===== config.mk =====
export PLATFORM = sky130hd
export DESIGN_NAME = pmem_fetch_ctrl
export DESIGN_NICKNAME = d
export VERILOG_FILES = /design/src/rtl/pmem_fetch_ctrl_pkg.sv /design/src/rtl/pmem_fetch_ctrl_pc_next_sel.sv /design/src/rtl/pmem_fetch_ctrl.sv
export SDC_FILE = /design/constraint.sdc
export NUM_CORES = 1
export LEC_CHECK = 0
export ABC_AREA = 0
export CAP_MARGIN = 20
export CORE_UTILIZATION = 41
export DETAILED_ROUTE_END_ITERATION = 7
export PLACE_DENSITY = 0.77
export SLEW_MARGIN = 0
export SYNTH_ARGS = -nofsm -noshare
export SYNTH_HDL_FRONTEND = slang
export SYNTH_SLANG_ARGS = --single-unit

===== constraint.sdc =====
create_clock -name clk -period 2.12 [get_ports clk]
set_input_delay 0.636 -clock clk [delete_from_list [all_inputs] [get_ports clk]]
set_output_delay 0.636 -clock clk [all_outputs]
set_load 0.1 [all_outputs]

===== src/rtl/pmem_fetch_ctrl_pkg.sv =====
// Shared constants for the program-memory fetch controller.
// State codes are plain constants so older tools can read them too.
package pmem_fetch_ctrl_pkg;

  localparam int AW_DEF       = 8;
  localparam int IW_DEF       = 12;
  localparam int RESET_PC_DEF = 0;

  localparam logic [2:0] ST_IDLE   = 3'd0;
  localparam logic [2:0] ST_LOAD   = 3'd1;
  localparam logic [2:0] ST_FETCH  = 3'd2;
  localparam logic [2:0] ST_ISSUE  = 3'd3;
  localparam logic [2:0] ST_HALTED = 3'd4;

endpackage


===== src/rtl/pmem_fetch_ctrl_pc_next_sel.sv =====
// Next-PC select: sequential increment or taken-branch target.
// Increment wraps modulo 2^AW.
module pmem_fetch_ctrl_pc_next_sel #(
  parameter int AW = 8
) (
  input  logic [AW-1:0] pc,
  input  logic          br_take,
  input  logic [AW-1:0] br_target,
  output logic [AW-1:0] pc_nxt
);

  assign pc_nxt = br_take ? br_target : pc + 1'b1;

endmodule


===== src/rtl/pmem_fetch_ctrl.sv =====
// Program-memory sequencer: loads the 256x12 store, then
// fetches and issues instructions with branch/halt control.
module pmem_fetch_ctrl
  import pmem_fetch_ctrl_pkg::*;
#(
  parameter int AW       = AW_DEF,
  parameter int IW       = IW_DEF,
  parameter int RESET_PC = RESET_PC_DEF
) (
  input  logic          clk,
  input  logic          rst_n,
  input  logic          load_start,
  input  logic          ld_valid,
  input  logic [IW-1:0] ld_data,
  input  logic          ld_last,
  output logic          ld_ready,
  input  logic          run,
  output logic          pm_e,
  output logic [AW-1:0] pm_addr,
  input  logic [IW-1:0] pm_i,
  output logic          pm_le,
  output logic [AW-1:0] pm_la,
  output logic [IW-1:0] pm_li,
  output logic [IW-1:0] ir,
  output logic          ir_valid,
  input  logic          ir_ready,
  input  logic          br_take,
  input  logic [AW-1:0] br_target,
  input  logic          halt,
  output logic [AW-1:0] pc,
  output logic [AW:0]   load_count,
  output logic          busy
);

  localparam logic [AW-1:0] PC0     = AW'(RESET_PC);
  localparam logic [AW-1:0] PTR_MAX = '1;

  logic [2:0]    state;
  logic [AW-1:0] ld_ptr;
  logic [AW-1:0] pc_nxt;
  logic          in_load;
  logic          in_fetch;
  logic          in_issue;

  assign in_load  = state == ST_LOAD;
  assign in_fetch = state == ST_FETCH;
  assign in_issue = state == ST_ISSUE;

  pmem_fetch_ctrl_pc_next_sel #(
    .AW(AW)
  ) u_pc_next_sel (
    .pc       (pc),
    .br_take  (br_take),
    .br_target(br_target),
    .pc_nxt   (pc_nxt)
  );

  always_ff @(posedge clk or negedge rst_n) begin
    if (!rst_n) begin
      state      <= ST_IDLE;
      pc         <= PC0;
      ir         <= '0;
      load_count <= '0;
      ld_ptr     <= '0;
    end else begin
      case (state)
        ST_IDLE, ST_HALTED: begin
          if (load_start) begin
            state      <= ST_LOAD;
            ld_ptr     <= '0;
            load_count <= '0;
          end else if (run) begin
            state <= ST_FETCH;
            pc    <= PC0;
          end
        end
        ST_LOAD: begin
          if (ld_valid) begin
            load_count <= load_count + 1'b1;
            // Pointer saturates; the top address ends the load.
            if (ld_ptr != PTR_MAX)
              ld_ptr <= ld_ptr + 1'b1;
            if (ld_last || ld_ptr == PTR_MAX)
              state <= ST_IDLE;
          end
        end
        ST_FETCH: begin
          ir    <= pm_i;
          state <= ST_ISSUE;
        end
        ST_ISSUE: begin
          if (ir_ready) begin
            pc    <= pc_nxt;
            state <= halt ? ST_HALTED : ST_FETCH;
          end
        end
        default: state <= ST_IDLE;
      endcase
    end
  end

  // Load port is a pass-through so the memory writes on this edge.
  assign ld_ready = in_load;
  assign pm_le    = in_load && ld_valid;
  assign pm_la    = in_load ? ld_ptr : '0;
  assign pm_li    = in_load ? ld_data : '0;

  assign pm_e     = in_fetch;
  assign pm_addr  = pc;
  assign ir_valid = in_issue;
  assign busy     = in_load || in_fetch || in_issue;

endmodule


==> After elaboration in Yosys (flattened, before gate mapping) <==
Index checks and enable logic that the tools add are counted.
{ "totals": {"out_inout_bits": 62, "wordCells": 55, "regBits": 40, "input_bits": 41} }
{ "op_classes": {"n_addsub": 3, "n_eq_ne": 14, "n_reduce_logical": 12, "muxes": 21} }
{ "ops": {"columns": ["op", "n"], "rows": [
  ["2-to-1 mux 8 bit", 8],
  ["one-hot mux 8 bit (2 select lines)", 2],
  ["2-to-1 mux 3 bit", 6],
  ["2-to-1 mux 9 bit", 2],
  ["one-hot mux 9 bit (2 select lines)", 1],
  ["adder 8 x 1 -> 8 bit, second input constant", 2],
  ["2-to-1 mux 12 bit", 1],
  ["one-hot mux 3 bit (4 select lines)", 1],
  ["AND reduction 4 bit", 3],
  ["inequality test 2 bit, second input constant", 5],
  ["adder 9 x 1 -> 9 bit, second input constant", 1],
  ["equality test 8 bit, second input constant", 1],
  ["inequality test 8 bit, second input constant", 1],
  ["equality test 3 x 2 -> 1 bit, second input constant", 2],
  ["inequality test 2 x 1 -> 1 bit, second input constant", 2],
  ["nonzero test 2 bit", 2],
  ["equality test 3 x 1 -> 1 bit, second input constant", 1],
  ["equality test 3 bit, second input constant", 1],
  ["zero test 3 bit", 1],
  ["logical OR 1 bit", 3],
  ["inequality test 3 bit, second input constant", 1],
  ["AND reduction 3 bit", 1],
  ["OR reduction 2 bit", 1],
  ["logical AND 1 bit", 1]
]} }

==> Depth between registers and ports, before layout <==
{ "depth": {"word_depth": 5, "mapped_depth": 7, "mapped_depth_nobuf": 5} }

==> Hierarchy <==
Synthesis repeated with hierarchy kept, for this count alone.
{ "unflattened": {"cells_unflattened": 236, "hier_area_um2": 2264.7} }
{ "modules_own_cells": {"columns": ["mod", "area_per_inst_um2", "seq_area_each_um2", "n_inst", "cells_per_inst"], "rows": [
  ["pmem_fetch_ctrl", 2064.5, 1001.0, 1, 203],
  ["pmem_fetch_ctrl_pc_next_sel", 200.2, 0.0, 1, 33]
]} }

==> Worst setup path before layout <==
Ideal clock, no wire load.
{ "synth_timing": {"path_kind": "register -> output", "startpoint": "register state[1]", "endpoint": "output port pm_li[10]", "path_slack_ns": -1.119, "stages_incl_launch_ff": 5, "path_buffers": 2, "t_required_ns": 1.484, "arrival_time_ns": 2.603, "cell_sequence": "dfrtp_1 -> buf_6 -> nor3b_2 -> clkbuf_1 -> and2_1"} }
{ "synth_between": {"elab_chain_len": 2} }
{ "synth_lines": {"columns": ["element", "line_no", "rtl"], "rows": [
  ["from (decl)", "pmem_fetch_ctrl.sv:38", "logic [2:0] state;"],
  ["from (signal assigned)", "pmem_fetch_ctrl.sv:94", "state <= halt ? ST_HALTED : ST_FETCH;"],
  ["equality test 3 x 1 -> 1 bit", "pmem_fetch_ctrl.sv:45", "assign in_load = state == ST_LOAD;"],
  ["net ld_ready", "pmem_fetch_ctrl.sv:16", "output logic ld_ready,"],
  ["2-to-1 mux 12 bit", "pmem_fetch_ctrl.sv:106", "assign pm_li = in_load ? ld_data : '0;"],
  ["to (decl)", "pmem_fetch_ctrl.sv:23", "output logic [IW-1:0] pm_li,"]
]} }
The timed path passes the listed nets, and every way through them passes these cells.

==> Worst setup path in the final report <==
{ "layout_timing": {"startpoint": "register state[1]", "endpoint": "output port pm_la[4]"} }
{ "layout_between": {"elab_chain_len": 2} }
{ "layout_lines": {"columns": ["element", "line_no", "rtl"], "rows": [
  ["equality test 3 x 1 -> 1 bit", "pmem_fetch_ctrl.sv:45", null],
  ["2-to-1 mux 8 bit", "pmem_fetch_ctrl.sv:105", "assign pm_la = in_load ? ld_ptr : '0;"],
  ["to (decl)", "pmem_fetch_ctrl.sv:22", "output logic [AW-1:0] pm_la,"]
]} }
No other way between the ends.

==> impl_metrics.tcl <==
set metrics [dict create \
    outcome "complete, but fails checks" \
    violations "setup timing" \
    h-tree-depth 2 \
    reg2reg_depth 6 \
    die_h_microns 75.2 \
    cts_buffer_depth 2 \
    die_area_sq_um 5660 \
    cp_slowest_cell "dfrtp_1" \
    cp.required_ns 1.48 \
    cts_buffers 5 \
    portBuffers 102 \
    start_kind "flop" \
    post_drt_wl_per_cell_microns 15.9 \
    grt_max_degree 41 \
    clk_latency_ns 0.29 \
    final.setup.tns_ns -0.685 \
    drc 0 \
    gp_congestion 0.819 \
    worst_slew_pin_slew_ns 0.703 \
    max_stage_delay_ns 0.42 \
    yosysWarnings 0 \
    ant_nets 0 \
    dr.pass1.iters 4 \
    insertedDiodeCount 0 \
    die_w_microns 75.2 \
    multi_input_area_sq_um 1160 \
    critical_path.max_fanout 6 \
    grt_pass1_vias 2039 \
    syn_inst 222 \
    cpMostUsedCell "buf_12" \
    period_needed_ns 2.18 \
    path_class "flop to output pin" \
    cts_sinks 40 \
    post-route-worst-setup-slack_ns -0.0553 \
    cp-end-kind "output pin" \
    relSlewSlack_pct 52.9 \
    syn_nets 266 \
    cts_tree "yes" \
    synth_area_sq_um 2200 \
    drt-total-wl_microns 6480 \
    cts_hold_buffers 0 \
    nFillCells 305 \
    synth_cell_type_count 46 \
    yosys_register_bits 40 \
    root_buffer "clkbuf_8" \
    grt_overflow 0 \
    area_growth_pct 92.5 \
    seq_area_sq_um 1000 \
    drive_gt1_share_pct 40.7 \
    finalSetupViolCount 20 \
    slew_viol_final 0 \
    crit_chain "nor3b_4 > buf_6 > buf_12 > nand2_2 > clkinvlp_4 > buf_12" \
    final_hold_viol_count 0 \
    track_usage_pct 24.1 \
    yosysSeqAreaShare_pct 45.6 \
    fin_skew_ns 0.00793 \
    antenna_found_initial 0 \
    rows 26 \
    drv_cap 0 \
    place_hpwl_microns 4710 \
    avgSynthCellArea_sq_um 9.90 \
    grt_pass1_wl_microns 10100 \
    fin_nets 380 \
    vias 2130 \
    drt_iter0_drc 119 \
    core_area_sq_um 5140 \
    arrival_ns 1.54 \
    grt_setup_unrepaired "yes" \
    via_per_inst 5.23 \
    max_freq_mhz 460 \
    period_share_pct 103 \
    worstHoldPathType "input pin to async pin" \
    start_util_pct 42.7 \
    cts.clk_slew.worst_paths_ns 0.08 \
    ios 103 \
]
-- kinds of logic after synthesis --
group                      count (synthesis)  synth area share [%]
AOI/OAI and AO/OA                         42                  12.9
and+or+nand+nor                           94                  23.6
adders and majority gates                  3                  1.71
DFF                                       40                  45.6
buffers and inverters                     21                  5.92
xor gates and xnor gates                   7                  2.79
muxes                                     15                  7.57
-- sequential cells by signal (all words and copies together), names as in the netlist --
register,count
ir,12
ld_ptr,8
load_count,9
pc,8
state,3
-- what timing repair did --
item / CTS / global route
pin swaps: 5 / 5
setup buffers: 3 / 2
resized for setup: 18 / 5
endpoints found under the setup margin: 22 / 25
gates cloned: 1 / 1
endpoints found under the hold margin: 0 / 0
-- final timing paths --
kind / start / to / slack [ns]
worst min-delay path: rst_n / pc[6] / 0.41
worst min register to register: ld_ptr[6] / ld_ptr[6] / 0.55
min in group clk: ld_ptr[6] / ld_ptr[6] / 0.55
worst max-delay path: state[1] / pm_la[4] / -0.06
max in group asynchronous: rst_n / ld_ptr[3] / 1.36
worst max register to register: state[1] / ld_ptr[5] / 0.29
-- area by class of cell --
cell class	instances	share of cell area (%)
Inverter	5	0.621
Clock inverter	2	0.828
Tap cell	70	2.07
Multi-Input combinational cell	161	27.4
Timing Repair Buffer	123	43.7
Clock buffer	6	1.72
Sequential cell	40	23.7
-- metal layers --
layer / share of wire [%] / vias up / track usage [%] / routed length (microns)
li1: - / 1012 / - / -
met1: 41 / 1025 / 30.5 / 2690
met2: 51 / 85 / 40.3 / 3310
met3: 6.0 / 8 / 5.76 / 386
met4: 1.4 / 0 / 8.85 / 92
met5: 0 / - / 0 / 0
-- placed cells by master, fill, tap and decap left out, types with 3 or more instances in the layout --
master            n
nand2_1          17
a32oi_1           3
nor2_1            9
nor3_1            8
buf_4            17
and3_1            4
o21ai_0          14
mux2_2           13
xor2_1            3
clkdlybuf4s50_1  38
dfrtp_1          40
nor2_2            4
and2_4           18
a21oi_1           7
or3_1             3
inv_1             3
ha_1              3
buf_12           63
nand3_1          14
xnor2_1           4
clkbuf_8          5
o31ai_1           3
-- cell usage after synthesis (all sizes together) --
cell type,count,area [sq um]
nand2,18,67.6
and2,20,125
a211oi,1,7.51
nor2,14,55.1
nor3,9,56.3
or3,3,18.8
o211ai,1,7.51
nor3b,2,20.0
nand4bb,1,11.3
a211o,2,17.5
and3b,1,8.76
nand3b,1,7.51
inv,5,18.8
dfrtp,40,1000
nand4b,1,8.76
o21ai,15,75.1
o31ai,3,22.5
a21o,2,15.0
and3,4,25.0
and4,1,8.76
xnor2,4,35.0
a221o,1,10.0
o21a,1,7.51
buf,13,100
ha,3,37.5
a32o,1,10.0
a21oi,7,35.0
mux2i,2,20.0
xor2,3,26.3
nand2b,2,12.5
clkbuf,3,11.3
a32oi,3,26.3
o22ai,1,6.26
a31oi,3,33.8
nand4,2,12.5
mux2,13,146
nand3,14,70.1
a31o,1,8.76
and4b,1,10.0
-- per-stage QoR --
stage	cell area, sq um	hold slack [ns]	utilization, %	setup WS, ns	cells
5_1_grt	4230	0.455	82.3	-0.116	407
3_3_place_gp	3970	0.506	77.3	-0.171	392
3_5_place_dp	3970	0.518	77.3	-0.244	392
4_1_cts	4160	0.421	81.0	-0.0480	404
2_1_floorplan	2250	0.340	-	-0.0895	222
6_report	4230	0.406	82.3	-0.0553	407
-- worst max-delay path, delay by kind of cell (launching register included) --
family	cells	cell delay [ns]
simple gates	2	0.29
flops	1	0.42
buf+inv	4	0.55
Power is left out: the tool's default activity adds up to more than one toggle a clock period on the data nets, which glitch-free logic cannot reach.
